--- src/rtl/int_sequencer.sv ---
// Interrupt acknowledge sequencer: drives the PIC intr/inta handshake, fetches the
// IVT entry for the acknowledged vector over a toggle-handshake port, and strobes CS:IP to the core.
module int_sequencer (
  input  logic        clk,
  input  logic        reset_n,
  input  logic        boundary,
  input  logic        if_flag,
  input  logic        intr,
  input  logic [7:0]  irq_vector,
  output logic        inta,
  output logic [19:0] mem_addr,
  output logic        mem_rdout,
  input  logic        mem_rdin,
  input  logic [15:0] mem_din,
  output logic        busy,
  output logic        vec_valid,
  output logic [7:0]  vector,
  output logic [15:0] new_ip,
  output logic [15:0] new_cs,
  output logic        spurious
);

  localparam logic [2:0] S_IDLE    = 3'd0;
  localparam logic [2:0] S_ACK     = 3'd1;
  localparam logic [2:0] S_LATCH   = 3'd2;
  localparam logic [2:0] S_WAIT_IP = 3'd3;
  localparam logic [2:0] S_WAIT_CS = 3'd4;
  localparam logic [2:0] S_DONE    = 3'd5;

  logic [2:0]  r_state;
  logic        r_inta;
  logic        r_rdout;
  logic        r_vec_valid;
  logic        r_spurious;
  logic [19:0] r_addr;
  logic [7:0]  r_vector;
  logic [15:0] r_new_ip;
  logic [15:0] r_new_cs;

  logic w_start;
  logic w_echo;

  assign w_start = boundary & if_flag & intr;
  assign w_echo  = (mem_rdin == r_rdout);

  always_ff @(posedge clk or negedge reset_n) begin
    if (!reset_n) begin
      r_state     <= S_IDLE;
      r_inta      <= 1'b0;
      r_rdout     <= 1'b0;
      r_vec_valid <= 1'b0;
      r_spurious  <= 1'b0;
      r_addr      <= 20'd0;
      r_vector    <= 8'd0;
      r_new_ip    <= 16'd0;
      r_new_cs    <= 16'd0;
    end else begin
      r_inta      <= 1'b0;
      r_vec_valid <= 1'b0;
      r_spurious  <= 1'b0;
      case (r_state)
        S_IDLE: begin
          if (w_start) begin
            r_inta  <= 1'b1;
            r_state <= S_ACK;
          end
        end
        S_ACK: begin
          r_state <= S_LATCH;
        end
        S_LATCH: begin
          r_vector <= irq_vector;
          // Vector 0 means the PIC withdrew the request after inta; no IVT fetch.
          if (irq_vector == 8'd0) begin
            r_spurious <= 1'b1;
            r_state    <= S_IDLE;
          end else begin
            r_addr  <= {10'b0, irq_vector, 2'b00};
            r_rdout <= ~r_rdout;
            r_state <= S_WAIT_IP;
          end
        end
        S_WAIT_IP: begin
          if (w_echo) begin
            r_new_ip <= mem_din;
            r_addr   <= r_addr + 20'd2;
            r_rdout  <= ~r_rdout;
            r_state  <= S_WAIT_CS;
          end
        end
        S_WAIT_CS: begin
          if (w_echo) begin
            r_new_cs    <= mem_din;
            r_vec_valid <= 1'b1;
            r_state     <= S_DONE;
          end
        end
        S_DONE: begin
          // The DONE cycle already counts as a boundary sample so back-to-back
          // interrupts restart without an idle bubble.
          if (w_start) begin
            r_inta  <= 1'b1;
            r_state <= S_ACK;
          end else begin
            r_state <= S_IDLE;
          end
        end
        default: begin
          r_state <= S_IDLE;
        end
      endcase
    end
  end

  assign inta      = r_inta;
  assign mem_addr  = r_addr;
  assign mem_rdout = r_rdout;
  assign busy      = (r_state != S_IDLE);
  assign vec_valid = r_vec_valid;
  assign vector    = r_vector;
  assign new_ip    = r_new_ip;
  assign new_cs    = r_new_cs;
  assign spurious  = r_spurious;

endmodule

--- config.mk ---
export PLATFORM = sky130hd
export DESIGN_NAME = int_sequencer
export DESIGN_NICKNAME = d
export VERILOG_FILES = /design/src/rtl/int_sequencer.sv
export SDC_FILE = /design/constraint.sdc
export NUM_CORES = 1
export LEC_CHECK = 0
export CAP_MARGIN = 10
export CORE_MARGIN = 1.5
export CORE_UTILIZATION = 25
export CTS_BUF_LIST = sky130_fd_sc_hd__clkbuf_4 sky130_fd_sc_hd__clkbuf_8
export CTS_CLUSTER_SIZE = 28
export DETAILED_ROUTE_END_ITERATION = 8
export DONT_BUFFER_PORTS = 1
export GPL_TIMING_DRIVEN = 0
export MAX_ROUTING_LAYER = met4
export PLACE_DENSITY = 0.49
export SYNTH_ARGS = -nofsm -noshare
export SYNTH_HDL_FRONTEND = slang
export SYNTH_SLANG_ARGS = --single-unit
--- constraint.sdc ---
create_clock -name clk -period 1.6 [get_ports clk]
set_input_delay 0.24 -clock clk [delete_from_list [all_inputs] [get_ports clk]]
set_output_delay 0.24 -clock clk [all_outputs]
set_load 0.01 [all_outputs]
## Yosys cells after proc, flatten, opt, wreduce, memory -nomap -nowiden

Index checks and enable logic that the tools add are counted.
Widths: inputs -> output; s select.

| storage, ports and cells | value |
|---|---|
| output and inout bits | 65 |
| input bits | 30 |
| bits in registers | 67 |
| logic and storage cells | 50 |

| operators by class | value |
|---|---|
| muxes and demuxes | 18 |
| reduce and logical (&&, ||, !) cells | 9 |
| equality and inequality tests | 10 |
| $add $sub $neg | 1 |
| bitwise operators | 3 |

Operator list:

| kind | count |
|---|---|
| $mux 20 | 2 |
| $pmux 20 s2 | 1 |
| $add 20x2->20 const B | 1 |
| $pmux 3 s6 | 1 |
| $mux 1 | 9 |
| $mux 3 | 3 |
| $logic_not 8->1 | 1 |
| $ne 2x2->1 const B | 4 |
| $eq 3x2->1 const B | 2 |
| $eq 3x3->1 const B | 2 |
| $reduce_and 3->1 | 2 |
| $reduce_and 2->1 | 2 |
| $eq 3x1->1 const B | 1 |
| $logic_not 3->1 | 1 |
| $reduce_bool 3->1 | 1 |
| $and 1x1->1 | 2 |
| $mux 2 | 1 |
| $pmux 1 s2 | 1 |
| $reduce_bool 2->1 | 1 |
| $reduce_or 2->1 | 1 |
| $eq 1x1->1 | 1 |
| $not 1->1 | 1 |

## Logic depth before layout (Yosys ltp)

Gate-level depths: netlist of run 1.

| logic depth | value |
|---|---|
| depth in word-level cells | 4 |
| depth in mapped cells | 8 |
| depth with buffers taken out | 5 |

## Worst setup path after synthesis of run 1

Ideal clock, no wire load.

| timing | value |
|---|---|
| path type | register to register |
| from | register r_addr[1] (netlist: mem_addr[1]) |
| to | register r_addr[19] (netlist: mem_addr[19]) |
| arrival | 1.692 ns |
| path slack | -0.165 ns |
| cell stages (with the launch flop) | 7 |
| required time | 1.527 ns |
| buffers on the path | 1 |
| cells stage by stage | dfrtp_1 ha_1 and3_1 buf_2 nand4_4 or4_4 a21oi_2 |

| on the way | value |
|---|---|
| cells in the longest elaborated chain, start to end | 3 |

Ends and longest elaborated chain:

| what | RTL line | RTL |
|---|---|---|
| start, declared | 35 | `logic [19:0] r_addr;` |
| start signal, assigned | 78 | `r_addr <= {10'b0, irq_vector, 2'b00};` |
| start signal, assigned | 86 | `r_addr <= r_addr + 20'd2;` |
| $add 20x2->20 | 86 |  |
| $mux 20 | 84 | `if (w_echo) begin` |
| $pmux 20 s2 | 61 | `case (r_state)` |

Every way passes these cells. The select of a mux whose other input is x is not followed.
A chain may end at the register's enable or synchronous reset.

## Worst setup path in the final report of run 1

| timing | value |
|---|---|
| from | register r_state[2] |
| to | register r_addr[17] (netlist: mem_addr[17]) |

| on the way | value |
|---|---|
| cells in the longest elaborated chain, start to end | 3 |
| elaborated cells between the ends (all ways) | 7 |

Ends and longest elaborated chain:

| what | RTL line | RTL |
|---|---|---|
| start, declared | 30 | `logic [2:0] r_state;` |
| start signal, assigned | 48 | `r_state <= S_IDLE;` |
| start signal, assigned | 65 | `r_state <= S_ACK;` |
| start signal, assigned | 69 | `r_state <= S_LATCH;` |
| $eq 3x2->1 | 61 |  |
| $ne 2x2->1 (no source line) / $reduce_bool 2->1 (equally long branches) | n/a |  |
| $reduce_and 3->1 (no source line) | n/a |  |

Parallel ways exist; a longest one is shown, timed or not.

==> flow_metrics.py, run 1 <==
metrics = {
    "sta": {
        "worstMarginPinSlew_ns": 0.9161,
        "clock.fmax_mhz": 616.3,
        "fin_crit_ns": 1.623,
        "setup_ws_ns": -0.02254,
        "finalHoldViolations": 66,
        "setup-violations-final": 2,
        "whs_ns": -0.4336,
        "fin_crit_sh": 1.014,
        "slew_headroom": 0.3836,
        "tns_ns": -0.03289,
        "clock_skew_ns": 0.01145,
        "slew_viol_final": 0,
        "rsz0062_at_grt": "true",
    },
    "worst_setup_path": {
        "crit_chain": "and3b_1 > buf_6 > nand4_4 > or4_1 > a21oi_1",
        "reg2reg_slack_ns": -0.02,
        "slowest_stage": "dfrtp_1",
        "r2r-start": "r_state[2]",
        "crit_fanout": 9,
        "critical_path_class": "flip-flop to flip-flop",
        "worstSetupStartpointType": "flip-flop",
        "cp_slowest_stage_delay_ns": 0.44,
        "cp.required_ns": 1.89,
        "crit_buf_inv": 1,
        "crit_family": "simple AND/OR/NAND/NOR gates",
        "worstPathArrival_ns": 1.91,
        "end_kind": "flip-flop",
        "crit_start": "r_state[2]",
    },
    "floorplan": {
        "die_h_um": 112.2,
        "core-area_um2": 11520,
        "rows": 39,
        "start_util": 0.2587,
        "chipWidth_um": 112.2,
        "io_pins": 95,
        "dieArea_um2": 12580,
    },
    "place": {
        "io_buffer_count": 0,
        "dp_hpwl_um": 5169,
        "gp_congestion": 0.7733,
    },
    "route": {
        "vias_per_cell": 4.905,
        "postRouteAntennaNets": 0,
        "num_vias": 2281,
        "wl_per_cell_um": 17.32,
        "dr.pass1.iters": 6,
        "drt_iter0_markers": 158,
        "wl_um": 8053,
        "drcViolationCount": 12,
    },
    "synth": {
        "synth_edf_count": 0,
        "yosysTopAreaCell": "dfrtp_1",
        "synthTopCellsByCount": "66 x dfrtp_1, 60 x nand2_1, 24 x mux2_2",
        "synth_seq_area_share": 0.5544,
        "synth_top_area_frac": 0.5544,
        "synth_flop_cell": "dfrtp_1",
        "yosysMostFrequentCell": "dfrtp_1",
        "syn-instance-count": 278,
        "avgSynthCellArea_um2": 10.72,
        "ys_warn_count": 0,
        "netlist_area_um2": 2979,
        "synth.area.top_cells": "dfrtp_1 55%, mux2_2 9.1%, nand2_1 7.6%",
        "async_flop_share": 1.000,
        "synth-seq-cells": 66,
        "yosysUniqueCellTypes": 44,
        "synth_nets": 309,
    },
    "outcome": {
        "violations": "DRC, hold timing, setup timing",
        "status": "complete, but fails checks",
    },
    "clock_tree": {
        "clock-sinks": 66,
        "path_clk_slew_ns": 0.08,
        "clockBufferDepth": 2,
        "cts_tree": "yes",
        "cts_inserted_buffers": 9,
        "htreeDepth": 3,
        "clk_latency_ns": 0.36,
        "root_buffer": "clkbuf_8",
    },
    "grt": {
        "grt_first_pass_wirelength_um": 13140,
        "grt.busiest_layer": "met2",
        "grt.total_usage": 0.1398,
        "grtUsageMet2": 0.2106,
        "antenna_found_initial": 0,
        "grt_use_met1": 0.1618,
        "grt_pass1_vias": 2352,
        "grt_max_degree": 67,
        "grt_overflow_total": 0,
        "grtUsageMet3": 0.06857,
    },
    "power_and_ir_drop": {
        "vdd_drop_max_mv": 0.8773,
        "powerDensity_nw_per_um2": 1908,
        "power_leakage_nw": 1.681,
    },
    "run": {
        "cap_violations": 0,
    },
    "min_path": {
        "hold_path.class": "input pin to async pin",
    },
    "final_layout": {
        "final_layout_size_suffix_gt1_frac": 0.3137,
        "nets": 348,
        "area_delta_synth_final_pct": 27.89,
        "diodes": 0,
    },
}
-- cell families (layout without fill, tap and decap cells) --
kind of cell    count (synthesis)  after routing  share of synthesized area
compound gates                 53             53                     0.1100
mux                            25             25                    0.09408
flops                          66             66                     0.5544
simple gates                  110            112                     0.1894
fa+ha+maj                       1              1                   0.004199
xor+xnor                        3              4                    0.01512
buf+inv                        19             60                    0.03150
other cells                     1              1                   0.001259
-- layer usage --
metal,vias up,wire length (µm),part of all wire
met5,-,0,0
met4,0,99,0.012
met3,10,833,0.10
met2,79,3781,0.47
met1,1121,3338,0.41
li1,1071,-,-
-- flip-flops by register name, indices dropped and copies added (netlist names) --
register / flops
inta: 1
mem_addr: 19
mem_rdout: 1
new_cs: 16
new_ip: 16
r_state: 3
spurious: 1
vec_valid: 1
vector: 8
-- area by class of cell --
| type | count | area [µm²] |
|---|---|---|
| Fill cell | 1174 | 7706 |
| Buffer | 13 | 112.6 |
| Sequential cell | 66 | 1667 |
| Tap cell | 143 | 178.9 |
| Multi-Input combinational cell | 196 | 1360 |
| Inverter | 3 | 11.26 |
| Clock buffer | 10 | 137.6 |
| Timing Repair Buffer | 28 | 277.8 |
| Clock inverter | 6 | 65.06 |
-- path summary, 6_finish.rpt --
check	endpoint	depth (start not counted)
setup reg to reg	mem_addr[17]	5
min in group clk	new_cs[7]	1
hold / removal	mem_addr[17]	0
hold reg to reg	new_ip[0]	2
setup / recovery	mem_addr[17]	5
max in group asynchronous	mem_addr[3]	0
-- worst reg2reg max path: stages (launching register included) --
cell,delay (ns)
dfrtp_1,0.44
and3b_1,0.25
buf_6,0.16
nand4_4,0.15
or4_1,0.43
a21oi_1,0.14
-- stage by stage --
step	instance area (µm²)	power, mW	worst slack [ns]	instances	utilization
final	3810	7.268	-0.02254	465	0.3308
after global routing	3810	7.810	-0.08181	465	0.3308
after CTS	3700	7.245	-0.04240	459	0.3213
after detailed placement	3172	5.322	-0.3669	421	0.2754
after global placement	3172	5.259	-0.3837	421	0.2754
after floorplan	2993	4.725	-0.06751	278	-
-- cells in the final DEF, fill, tap and decap left out, types with 4 or more instances in the layout --
| master | instances |
|---|---|
| a21oi_2 | 4 |
| and3_1 | 4 |
| dfrtp_2 | 12 |
| dlygate4sd3_1 | 17 |
| mux2_2 | 24 |
| or3_1 | 6 |
| nand2_1 | 57 |
| nor2_1 | 6 |
| buf_6 | 4 |
| clkbuf_8 | 10 |
| o22a_1 | 5 |
| buf_4 | 13 |
| dfrtp_1 | 54 |
| o21ai_0 | 13 |
| a21oi_1 | 15 |
| nand3_1 | 9 |
-- power by group --
part           switching (mW)  total, mW  internal, mW  leakage (nW)
sequential              0.924       3.28          2.35         0.820
clock                   0.706       1.47         0.764         0.103
combinational            1.25       2.52          1.27         0.758
total                    2.88       7.27          4.39          1.68
-- timing repair --
action / 4_1_cts / 5_1_grt
pin swaps: 13 / 9
setup buffers: 7 / 4
resized for setup: 34 / 17
hold buffers: 16 / 1
endpoints found under the hold margin: 82 / 67
endpoints found under the setup margin: 56 / 40
cloned: 2 / 1
No activity file was read; power rests on OpenSTA's default activity.
==> run 2, diff against run 1 <==
--- a/config.mk
+++ b/config.mk
@@ -9,12 +9,13 @@
 export CORE_MARGIN = 1.5
 export CORE_UTILIZATION = 25
 export CTS_BUF_LIST = sky130_fd_sc_hd__clkbuf_4 sky130_fd_sc_hd__clkbuf_8
-export CTS_CLUSTER_SIZE = 28
+export CTS_CLUSTER_SIZE = 40
 export DETAILED_ROUTE_END_ITERATION = 8
 export DONT_BUFFER_PORTS = 1
 export GPL_TIMING_DRIVEN = 0
 export MAX_ROUTING_LAYER = met4
 export PLACE_DENSITY = 0.49
+export SETUP_SLACK_MARGIN = 0.5
 export SYNTH_ARGS = -nofsm -noshare
 export SYNTH_HDL_FRONTEND = slang
 export SYNTH_SLANG_ARGS = --single-unit
==> run 2 against run 1 <==
Effect of this change: the flow still finishes with violations (DRC, hold timing, setup timing); first-iteration DRC count fell by 19%; sequential cell count stayed put; wire length increased by 2.1%; register-to-register slack lost 0.04 ns; via count grew 2.0%; largest power group is now combinational cells.
==> flow_metrics.py, run 2 (synthesis gave the netlist of run 1 again) <==
metrics = {
    "outcome": {
        "status": "complete, but fails checks",
        "violations": "DRC, hold timing, setup timing",
    },
    "worst_setup_path": {
        "critical_path_class": "flip-flop to flip-flop",
        "worstPathArrival_ns": 1.95,
        "slowest_stage": "dfrtp_2",
        "crit_start": "mem_addr[1]",
        "crit_fanout": 6,
        "r2r-start": "mem_addr[1]",
        "cp.required_ns": 1.89,
        "crit_chain": "ha_4 > and3_4 > buf_6 > nand4_4 > or4_4 > a21oi_2",
        "end_kind": "flip-flop",
        "worstSetupStartpointType": "flip-flop",
        "cp_slowest_stage_delay_ns": 0.47,
    },
    "clock_tree": {
        "htreeDepth": 3,
        "path_clk_slew_ns": 0.08,
        "cts_tree": "yes",
        "clk_latency_ns": 0.35,
        "root_buffer": "clkbuf_8",
        "cts_inserted_buffers": 9,
        "clock-sinks": 66,
        "cts_hold_buf": 16,
        "clockBufferDepth": 2,
    },
    "floorplan": {
        "io_pins": 95,
        "chipWidth_um": 112.2,
        "rows": 39,
        "core-area_um2": 11520,
        "dieArea_um2": 12580,
        "start_util": 0.2587,
        "die_h_um": 112.2,
    },
    "sta": {
        "setup_ws_ns": -0.06315,
        "fin_crit_sh": 1.039,
        "clock_skew_ns": 0.006600,
        "setup-violations-final": 24,
        "finalHoldViolations": 66,
        "clock.fmax_mhz": 601.3,
        "slew_viol_final": 0,
        "slew_headroom": 0.6490,
        "whs_ns": -0.4252,
        "rsz0062_at_grt": "true",
        "fin_crit_ns": 1.663,
        "worstMarginPinSlew_ns": 0.5222,
    },
    "min_path": {
        "hold_path.class": "input pin to async pin",
    },
    "route": {
        "dr.pass1.iters": 7,
        "drcViolationCount": 10,
        "wl_um": 8219,
        "postRouteAntennaNets": 0,
        "num_vias": 2327,
        "wl_per_cell_um": 17.05,
        "vias_per_cell": 4.828,
        "drt_iter0_markers": 128,
    },
    "final_layout": {
        "finalInstanceArea_um2": 4237,
        "fillerInstances": 1123,
        "layout_commonest_cell": "dfrtp_1",
        "final_layout_size_suffix_gt1_frac": 0.4248,
        "area_delta_synth_final_pct": 42.21,
        "diodes": 0,
        "final_cell_mix": "57 x dfrtp_1, 36 x nand2_1, 19 x nand2_2",
        "nets": 365,
        "final_cells": 482,
        "largest_reg_flops": 19,
        "fin_util": 0.3679,
    },
    "grt": {
        "grt_pass1_vias": 2410,
        "grt_overflow_total": 0,
        "grt_max_degree": 67,
        "grt_first_pass_wirelength_um": 13080,
        "grt.total_usage": 0.1382,
        "antenna_found_initial": 0,
    },
    "power_and_ir_drop": {
        "power_leakage_nw": 1.899,
        "vdd_drop_max_mv": 0.6255,
        "power.switching_mw": 3.101,
        "clockPowerShare": 0.170,
        "switching_share": 0.3830,
        "power.internal_mw": 4.996,
        "pwr-share-seq": 0.397,
        "power_frac_comb": 0.434,
        "powerDensity_nw_per_um2": 1911,
    },
    "place": {
        "dp_hpwl_um": 4984,
        "placed_cells": 421,
        "gp_congestion": 0.7325,
        "postPlaceCellArea_um2": 3291,
        "io_buffer_count": 0,
    },
    "run": {
        "cap_violations": 0,
    },
}
-- run 2: repair_timing --
action | 4_1_cts | 5_1_grt
pin swaps | 17 | 31
endpoints found under the setup margin | 73 | 73
resized for setup | 31 | 56
hold endpoints to repair | 82 | 66
buffers inserted | 13 | 11
gates cloned | 2 | 3
-- run 2: per-stage QoR --
step / setup TNS (ns) / total power [mW] / setup WS, ns
6_report: -0.4045 / 8.097 / -0.06315
5_1_grt: -2.260 / 8.623 / -0.1250
4_1_cts: -1.925 / 7.597 / -0.09974
3_5_place_dp: -13.00 / 5.608 / -0.3668
3_3_place_gp: -12.52 / 5.558 / -0.3627
2_1_floorplan: -0.6228 / 5.030 / -0.06750
-- run 2: metal layers --
metal  vias up  GRT usage  share of wire
li1       1102          -              -
met3        12    0.04428          0.073
met2        73     0.2164           0.48
met5         -          -              0
met4         0    0.05907          0.016
met1      1140     0.1644           0.43
-- run 2: cell type report --
type / instances / area [µm²] / area share
well taps: 143 / 178.9 / 0.04223
repair buffers: 43 / 496.7 / 0.1172
plain buffers: 16 / 188.9 / 0.04460
flip-flops and latches: 66 / 1663 / 0.3925
multi-input cells: 195 / 1508 / 0.3559
clock buffers: 14 / 180.2 / 0.04253
inverters: 3 / 11.26 / 0.002658
clock inverters: 2 / 10.01 / 0.002363
-- run 2: worst paths after layout --
check	endpoint	cells after the start	slack (ns)
max	mem_addr[19]	6	-0.06
min	mem_addr[14]	0	-0.43
max reg2reg	mem_addr[19]	6	-0.06
min reg2reg	new_ip[14]	2	0.54
max in group asynchronous	mem_rdout	0	1.88
min in group clk	vector[5]	1	0.03
-- run 2: power by group through the flow --
| stage | clock network (mW) | logic (mW) | registers, mW |
|---|---|---|---|
| 6_report | 1.37 | 3.51 | 3.21 |
| 5_1_grt | 1.49 | 3.82 | 3.32 |
| 4_1_cts | 1.43 | 2.95 | 3.21 |
| 3_5_place_dp | 0 | 2.39 | 3.22 |
| 3_3_place_gp | 0 | 2.35 | 3.21 |
| 2_1_floorplan | 0 | 1.99 | 3.04 |
-- run 2: worst max-delay path: cells and delay by family (launching register included) --
family	cells	cell delay [ns]
adder cells (fa/ha/maj)	1	0.16
AND/OR/NAND/NOR	3	0.70
flip-flops	1	0.47
buffers and inverters	1	0.12
AO/OA/AOI/OAI	1	0.13
==> run 3, diff against run 2 <==
--- a/config.mk
+++ b/config.mk
@@ -5,16 +5,17 @@
 export SDC_FILE = /design/constraint.sdc
 export NUM_CORES = 1
 export LEC_CHECK = 0
-export CAP_MARGIN = 10
+export ABC_AREA = 1
+export CAP_MARGIN = 20
 export CORE_MARGIN = 1.5
-export CORE_UTILIZATION = 25
+export CORE_UTILIZATION = 35
 export CTS_BUF_LIST = sky130_fd_sc_hd__clkbuf_4 sky130_fd_sc_hd__clkbuf_8
 export CTS_CLUSTER_SIZE = 40
 export DETAILED_ROUTE_END_ITERATION = 8
 export DONT_BUFFER_PORTS = 1
 export GPL_TIMING_DRIVEN = 0
 export MAX_ROUTING_LAYER = met4
-export PLACE_DENSITY = 0.49
+export PLACE_DENSITY = 0.6
 export SETUP_SLACK_MARGIN = 0.5
 export SYNTH_ARGS = -nofsm -noshare
 export SYNTH_HDL_FRONTEND = slang
==> run 3 against run 2 <==
Effect of this change: combinational power is 15% lower; the run ends with hold timing left; worst setup slack better by 0.14 ns; sequential cell count stayed put; clock skew is 0.0015 ns higher; largest power group is now sequential cells; die area is 25% lower; power is 1.4% lower; global-route usage is 5.1 points higher; non-clock buffer count is 21 lower; design area is 2.6% lower; wire length is 2.1% higher.
==> flow_metrics.py, run 3 <==
metrics = {
    "worst_setup_path": {
        "worstSetupStartpointType": "flip-flop",
        "end_kind": "flip-flop",
        "critical_path_class": "flip-flop to flip-flop",
        "worstPathArrival_ns": 1.77,
        "cp.required_ns": 1.84,
        "crit_fanout": 7,
        "reg2reg_slack_ns": 0.08,
    },
    "route": {
        "m1WireLength_um": 3416,
        "top_layer": "met4",
        "drt_iter0_markers": 92,
        "postRouteAntennaNets": 0,
        "wl_met2_um": 4082,
        "wl_um": 8393,
        "num_vias": 2752,
        "drcViolationCount": 0,
        "wl_per_cell_um": 15.72,
        "vias_per_cell": 5.154,
        "wl_met3_um": 807,
        "dr.pass1.iters": 4,
    },
    "grt": {
        "grt_pass1_vias": 2753,
        "grt_first_pass_wirelength_um": 13860,
        "grt.total_usage": 0.1889,
        "antenna_found_initial": 0,
        "grt_overflow_total": 0,
        "grt_max_degree": 67,
    },
    "floorplan": {
        "rows": 34,
        "core-area_um2": 8678,
        "chipWidth_um": 97.39,
        "start_util": 0.3593,
        "io_pins": 95,
        "die_h_um": 97.39,
        "dieArea_um2": 9484,
    },
    "synth": {
        "synth_seq_area_share": 0.5297,
        "avgSynthCellArea_um2": 8.078,
        "synth_compound_area_frac": 0.1148,
        "synth_edf_count": 0,
        "synthTopCellsByCount": "115 x nand2_1, 66 x dfrtp_1, 47 x o21ai_0",
        "synth_top_family_by_area": "simple AND/OR/NAND/NOR gates",
        "yosysUniqueCellTypes": 30,
        "netlist_area_um2": 3118,
        "yosys.area_share.simple": 0.2448,
        "synth_flop_cell": "dfrtp_1",
        "synth_mux_area_frac": 0,
        "synth-seq-cells": 66,
        "ys_warn_count": 0,
        "yosysMostFrequentCell": "nand2_1",
        "async_flop_share": 1.000,
        "synth_nets": 417,
        "syn-instance-count": 386,
        "yosysTopAreaCell": "dfrtp_1",
        "yosys.area_share.adder": 0.004013,
        "synth_top_area_frac": 0.5297,
        "synthXorXnorAreaFrac": 0.02247,
        "synth.area.top_cells": "dfrtp_1 53%, nand2_1 14%, o21ai_0 7.5%",
    },
    "sta": {
        "whs_ns": -0.4232,
        "setup_ws_ns": 0.07897,
        "clock_skew_ns": 0.008096,
        "fin_crit_sh": 0.9506,
        "clock.fmax_mhz": 657.5,
        "slew_viol_final": 0,
        "rsz0062_at_grt": "true",
        "finalHoldViolations": 66,
        "tns_ns": 0,
        "setup-violations-final": 0,
        "fin_crit_ns": 1.521,
    },
    "min_path": {
        "hold_path.class": "input pin to async pin",
    },
    "final_layout": {
        "diodes": 0,
        "final_cell_mix": "91 x nand2_1, 49 x dfrtp_1, 40 x inv_1",
        "layout_commonest_cell": "nand2_1",
        "nets": 452,
        "fin_util": 0.4756,
        "largest_reg_flops": 19,
        "final_layout_size_suffix_gt1_frac": 0.3075,
        "area_delta_synth_final_pct": 32.38,
    },
    "clock_tree": {
        "clockBufferDepth": 2,
        "path_clk_slew_ns": 0.08,
        "clock-sinks": 66,
        "htreeDepth": 3,
        "cts_tree": "yes",
        "clk_latency_ns": 0.35,
        "cts_inserted_buffers": 9,
        "root_buffer": "clkbuf_8",
    },
    "power_and_ir_drop": {
        "powerDensity_nw_per_um2": 1935,
        "power_leakage_nw": 1.883,
        "vdd_drop_max_mv": 1.012,
        "total_power_mw": 7.988,
    },
    "outcome": {
        "status": "complete, but fails checks",
        "violations": "hold timing",
    },
    "place": {
        "gp_congestion": 0.8883,
        "io_buffer_count": 0,
        "dp_hpwl_um": 5490,
        "place_ws_ns": -0.1147,
    },
    "run": {
        "cap_violations": 0,
    },
}
## run 3: cell count changes in the layout (fill, tap and decap cells not counted), moves of 16 or more
cell           delta
nor2_1           +21
nand2_1          +55
inv_1            +38
o21ai_2          +16
o21ai_1          +25
dlygate4sd3_1    -16
mux2_2           -16
## run 3: worst paths after layout
check / from / endpoint / cells after the start
setup / recovery: mem_rdout / mem_addr[12] / 8
hold / removal: reset_n / new_ip[5] / 0
setup reg to reg: mem_rdout / mem_addr[12] / 8
hold reg to reg: vector[2] / vector[2] / 2
max in group asynchronous: reset_n / mem_addr[3] / 0
min in group clk: mem_din[4] / new_cs[4] / 2
## run 3: area by class of cell
class                   count  area [µm²]
clock buffers              10       131.4
fillers                   836        4551
clock inverters             6       113.9
well taps                 108       135.1
plain buffers              14       168.9
repair buffers             24       246.5
multi-input cells         261        1460
inverters                  45       198.9
flip-flops and latches     66        1673
## run 3: cells by family (layout without fill, tap and decap cells)
logic type               after synthesis  after routing
AND/OR/NAND/NOR                      184            184
adder cells (fa/ha/maj)                1              1
other                                  1              1
AO/OA/AOI/OAI                         67             67
XOR/XNOR                               8              8
buffers and inverters                 59             99
flip-flops                            66             66
## run 3: layer usage
layer,vias to the layer above,GRT usage
met4,0,0.04176
met3,13,0.08633
met2,129,0.3045
li1,1302,-
met5,-,-
met1,1308,0.2165
## run 3: power breakdown
group          switching [mW]  internal [mW]  leakage, nW
clock                   0.672           1.06        0.117
combinational            1.59           1.38        0.948
sequential              0.953           2.33        0.819
total                    3.21           4.78         1.88
## run 3: timing repair
action	CTS	global route
gates resized for setup	88	46
setup buffers	15	4
endpoints found under the hold margin	66	66
gates cloned	4	1
endpoints found under the setup margin	69	80
pin swaps	6	10
## run 3: worst max-delay path, cell delays in order (launching register included)
cell	delay (ns)
dfrtp_2	0.47
xor2_2	0.17
or2_1	0.24
buf_6	0.14
nand2_8	0.10
inv_8	0.05
clkbuf_16	0.15
nand2_1	0.05
nand2_1	0.05
## run 3: per-stage QoR
step | instances | instance area (µm²)
floorplan | 386 | 3186
global placement | 494 | 3321
detailed placement | 494 | 3321
CTS | 529 | 3941
global route | 534 | 4128
finish | 534 | 4128
==> patch 1, RTL diff (settings of run 1) <==
Register the output `new_ip` once more, with the module's reset; this adds one clock of latency there. The other outputs are not delayed to match.
--- a/src/rtl/int_sequencer.sv
+++ b/src/rtl/int_sequencer.sv
@@ -119,5 +119,11 @@
   assign vec_valid = r_vec_valid;
   assign vector    = r_vector;
-  assign new_ip    = r_new_ip;
+  always_ff @(posedge clk or negedge reset_n) begin
+    if (!reset_n) begin
+      new_ip <= '0;
+    end else begin
+      new_ip <= r_new_ip;
+    end
+  end
   assign new_cs    = r_new_cs;
   assign spurious  = r_spurious;
Function: changed (Yosys sat finds a counterexample within 10 cycles, from zero or initial values and one cycle with reset_n low).
==> patch 1 against run 1 <==
The run ends with negative hold slack, negative setup slack left; sequential cell count rose by 16; count of clock-buffer cells in the layout did not move; area after synthesis rose by 13%; total power rose by 14%; routed wire length rose by 5.2%; design area rose by 15%; critical path depth did not move; setup slack got worse by 0.34 ns; clock skew fell by 0.0022 ns; die area rose by 12%; highest routed layer unchanged.
==> patch 1: results (changes against run 1) <==
[routing]
num_vias = 2401  ; +5.3%
drt_first_iter_violations = 151  ; -4.4%
detailroute.wirelength.met2_um = 4220  ; +12%

[sta]
fin_skew_ns = 0.00929  ; -0.00216 ns
relSlewSlack_pct = 43.3  ; +5.0 points
final-hold-violation-count = 82  ; +24%
final_hold_slack_ns = -0.435  ; -0.00129 ns
setup_viol = 27  ; +25
post-route-worst-setup-slack_ns = -0.367  ; -0.345 ns

[logic_synthesis]
syn-num-nets = 327  ; +5.8%
yosys-top-cells-count = sky130_fd_sc_hd__dfrtp_1, sky130_fd_sc_hd__nand2_1, sky130_fd_sc_hd__mux2_2
synth-seq-area-share_pct = 61.1  ; +5.6 points
yosys-top-cells-area = sky130_fd_sc_hd__dfrtp_1, sky130_fd_sc_hd__mux2_2, sky130_fd_sc_hd__nand2_1, sky130_fd_sc_hd__a21oi_1, sky130_fd_sc_hd__nand3_1

[power_and_ir_drop]
irDropWorstVdd_mv = 0.512  ; -42%
internal-power_mw = 5.36  ; +22%

[worst_setup_path]
critical-path-max-stage-delay_ns = 0.50  ; +0.06 ns
arrival_time_at_the_worst_endpoint_ns = 2.26  ; +0.35 ns

[outcome]
run_status = complete, but fails checks
violations = negative hold slack, negative setup slack

[layout]
fillers = 1348  ; +15%
final_nets = 369  ; +6.0%

[global_routing]
use_met1_pct = 15.1  ; -1.0 points
grt_pass1_vias = 2475  ; +5.2%
grt_usage_pct = 13.0  ; -0.93 points
wire_length_of_the_first_global_routing_pass_um = 13700  ; +4.0%

## patch 1: cell types whose count changed in the layout (fill, tap and decap cells not counted), moves of 5 or more
cell and change:
sky130_fd_sc_hd__dlygate4sd3_1 +5, sky130_fd_sc_hd__buf_4 -7, sky130_fd_sc_hd__o21ai_0 -9, sky130_fd_sc_hd__dfrtp_1 +17
## patch 1: path summary, 6_finish.rpt
kind	from	endpoint
setup / recovery	mem_rdout$_DFFE_PN0P_	mem_addr[14]$_DFFE_PN0P_
hold / removal	reset_n	r_new_ip[3]$_DFFE_PN0P_
setup reg to reg	mem_rdout$_DFFE_PN0P_	mem_addr[14]$_DFFE_PN0P_
hold reg to reg	r_new_ip[8]$_DFFE_PN0P_	new_ip[8]$_DFF_PN0_
max in group asynchronous	reset_n	mem_addr[1]$_DFFE_PN0P_
min in group clk	mem_din[4]	new_cs[4]$_DFFE_PN0P_
## patch 1: area by class of cell
type | instances | share of cell area (%)
buffer | 15 | 3.19
clock buffer | 10 | 3.13
clock inverter | 5 | 2.34
inverter | 6 | 0.513
multi-input combinational | 191 | 31.1
sequential | 82 | 47.0
tap | 176 | 5.01
timing repair buffer | 33 | 7.66
## patch 1: per-stage QoR
stage               instances  setup WS (ns)  setup TNS, ns
finish                    518         -0.367          -4.45
CTS                       516         -0.416          -8.40
floorplan                 296         -0.291          -2.57
detailed placement        472         -0.672         -23.03
global placement          472         -0.666         -21.43
global route              518         -0.439          -9.16
## patch 1: logic make-up (layout without fill, tap and decap cells)
family,Yosys count,in the layout,synth area share (%)
AO/OA/AOI/OAI,47,47,9.35
AND/OR/NAND/NOR,113,113,16.5
multiplexers,25,25,8.34
buffers and inverters,23,69,3.20
other,1,1,0.112
adder cells (fa/ha/maj),1,1,0.372
flip-flops,82,82,61.1
XOR/XNOR,4,4,1.04
==> patch 2, RTL diff (flow settings as in run 1) <==
Without the edit above. Add an input register stage for `irq_vector`; this delays it by one clock. The other inputs are not delayed to match.
--- a/src/rtl/int_sequencer.sv
+++ b/src/rtl/int_sequencer.sv
@@ -27,4 +27,10 @@
   localparam logic [2:0] S_WAIT_CS = 3'd4;
   localparam logic [2:0] S_DONE    = 3'd5;
+
+  logic [7:0] irq_vector_q;
+
+  always_ff @(posedge clk) begin
+    irq_vector_q <= irq_vector;
+  end
 
   logic [2:0]  r_state;
@@ -70,11 +76,11 @@
         end
         S_LATCH: begin
-          r_vector <= irq_vector;
+          r_vector <= irq_vector_q;
           // Vector 0 means the PIC withdrew the request after inta; no IVT fetch.
-          if (irq_vector == 8'd0) begin
+          if (irq_vector_q == 8'd0) begin
             r_spurious <= 1'b1;
             r_state    <= S_IDLE;
           end else begin
-            r_addr  <= {10'b0, irq_vector, 2'b00};
+            r_addr  <= {10'b0, irq_vector_q, 2'b00};
             r_rdout <= ~r_rdout;
             r_state <= S_WAIT_IP;
Behaviour: not the same (a bounded check fails within 4 cycles, from zero or initial values and one cycle with reset_n low).
==> patch 2 against run 1 <==
The flow finishes with violations (negative hold slack, negative setup slack); setup slack worse by 0.11 ns; synthesized cell count is 2.9% higher; routed wire length is 13% higher; design area is 19% higher; area after synthesis is 6.2% higher; clock power is 7% lower; total power is 13% higher; sequential cell count is 8 higher; combinational power is 33% higher.
==> patch 2: results (changes against run 1) <==
[global_routing]
global_route.usage.met2_pct = 19.4  ; -1.7 points
wire_length_of_the_first_global_routing_pass_um = 12700  ; -3.2%
grt_max_degree = 67  ; unchanged
use_met1_pct = 15.8  ; -0.36 points
grt_pass1_vias = 2373  ; +0.89%
use_met3_pct = 7.32  ; +0.46 points
grt_usage_pct = 13.2  ; -0.76 points
grt_antenna_before_repair = 0  ; unchanged

[outcome]
run_status = complete, but fails checks
violations = negative hold slack, negative setup slack

[layout]
final-instance-count-excl-fill = 532  ; +14%
num_antenna_cells = 0  ; unchanged
drive_gt1_share_pct = 41.8  ; +10 points
final_nets = 390  ; +12%

[routing]
route.detailed.wl_per_inst_um = 17.2  ; -0.88%
detailroute.wirelength.met2_um = 4350  ; +15%
route.met3.wl_um = 985  ; +18%
firstDrtPassIters = 4  ; -2
num_vias = 2511  ; +10%
drt_first_iter_violations = 125  ; -21%

[worst_setup_path]
critical_path_peak_fanout = 7  ; -2
crit_path_to = mem_addr[13]$_DFFE_PN0P_
arrival_time_at_the_worst_endpoint_ns = 2.02  ; +0.11 ns
timing.rr.start = mem_addr[5]$_DFFE_PN0P_

[power_and_ir_drop]
p_sw_mw = 3.21  ; +12%
pwr_density_cell_mw_per_mm2 = 1800  ; -5.4%
power_leakage_nw = 1.92  ; +14%
irDropWorstVdd_mv = 0.985  ; +12%
comb_cell_power_mw = 3.35  ; +33%
clockPowerShare_pct = 16.6  ; -3.6 points

[placed_design]
gpl.final_weighted_congestion = 0.752  ; -2.7%
place.detailed.instances = 454  ; +7.8%
final_hpwl_from_detailed_placement_um = 5570  ; +7.7%
preCtsSetupSlack_ns = -0.471  ; -0.104 ns
placement.cell_area_mm2 = 0.00338  ; +6.7%

[logic_synthesis]
synth-seq-area-share_pct = 57.3  ; +1.8 points
portion_of_netlist_area_occupied_by_mux_cells_pct = 8.86  ; -0.55 points
yosys_cell_types = 51  ; +16%
synth_flop_cell = sky130_fd_sc_hd__dfrtp_1
syn-num-nets = 317  ; +2.6%
average_footprint_of_a_synthesized_cell_um2 = 11.1  ; +3.2%
yosys.area_share.adder_pct = 0.395  ; -0.025 points
yosys-top-cells-area = sky130_fd_sc_hd__dfrtp_1, sky130_fd_sc_hd__mux2_2, sky130_fd_sc_hd__nand2_1, sky130_fd_sc_hd__dfxtp_1, sky130_fd_sc_hd__nand3_1
yosys-top-cells-count = sky130_fd_sc_hd__dfrtp_1, sky130_fd_sc_hd__nand2_1, sky130_fd_sc_hd__mux2_2
fraction_of_post_synthesis_cell_area_in_the_top_cell_type_by_area_pct = 52.2  ; -3.2 points
async_reset_ff_share_pct = 89.2  ; -11 points
synth_xor_area_share_pct = 1.42  ; -0.088 points
synth_compound_gate_area_share_pct = 10.5  ; -0.53 points

[clocking]
post_cts_hold_buffer_count = 24  ; +8
ctsResizeCount = 44  ; +29%

[sta]
final_hold_slack_ns = -0.441  ; -0.00748 ns
setup_viol = 20  ; +18
final-hold-violation-count = 66  ; unchanged
fin_skew_ns = 0.0134  ; +0.00197 ns
fin_setup_tns_ns = -0.765  ; -0.732 ns
post-route-worst-setup-slack_ns = -0.130  ; -0.107 ns

[patch 2: changes by cell type in the layout (fill, tap and decap cells not counted), moves of 4 or more]
cell,run 1,this run
sky130_fd_sc_hd__buf_4,13,24
sky130_fd_sc_hd__dlygate4sd3_1,17,28
sky130_fd_sc_hd__a21oi_1,15,5
sky130_fd_sc_hd__o21ai_0,13,6
sky130_fd_sc_hd__buf_6,4,10
sky130_fd_sc_hd__dfxtp_1,0,6
sky130_fd_sc_hd__nor2_1,6,0
sky130_fd_sc_hd__or3_1,6,0
sky130_fd_sc_hd__buf_8,1,6
sky130_fd_sc_hd__o31ai_2,0,5
sky130_fd_sc_hd__or4_4,1,6
sky130_fd_sc_hd__inv_1,3,7
[patch 2: worst min-delay path by stage]
stage / startpoint / endpoint / slack (ns)
after floorplan: reset_n / inta$_DFF_PN0_ / -0.06
after global placement: reset_n / mem_addr[17]$_DFFE_PN0P_ / -0.05
after detailed placement: reset_n / mem_addr[17]$_DFFE_PN0P_ / -0.05
after CTS: reset_n / mem_addr[6]$_DFFE_PN0P_ / -0.46
after global routing: reset_n / inta$_DFF_PN0_ / -0.47
final: reset_n / mem_addr[5]$_DFFE_PN0P_ / -0.44
[patch 2: final cells by class]
class	count	area (um^2)
inverter	7	26.3
multi-input combinational	189	1500
tap	168	210
buffer	16	170
sequential	74	1830
fill	1206	7620
timing repair buffer	62	618
clock inverter	6	42.5
clock buffer	10	138
[patch 2: worst max-delay path, stage by stage (launching register included)]
cell	delay, ns
sky130_fd_sc_hd__dfrtp_2	0.47
sky130_fd_sc_hd__and2_4	0.21
sky130_fd_sc_hd__nand4_1	0.17
sky130_fd_sc_hd__buf_4	0.19
sky130_fd_sc_hd__or4_4	0.47
sky130_fd_sc_hd__a21oi_2	0.13
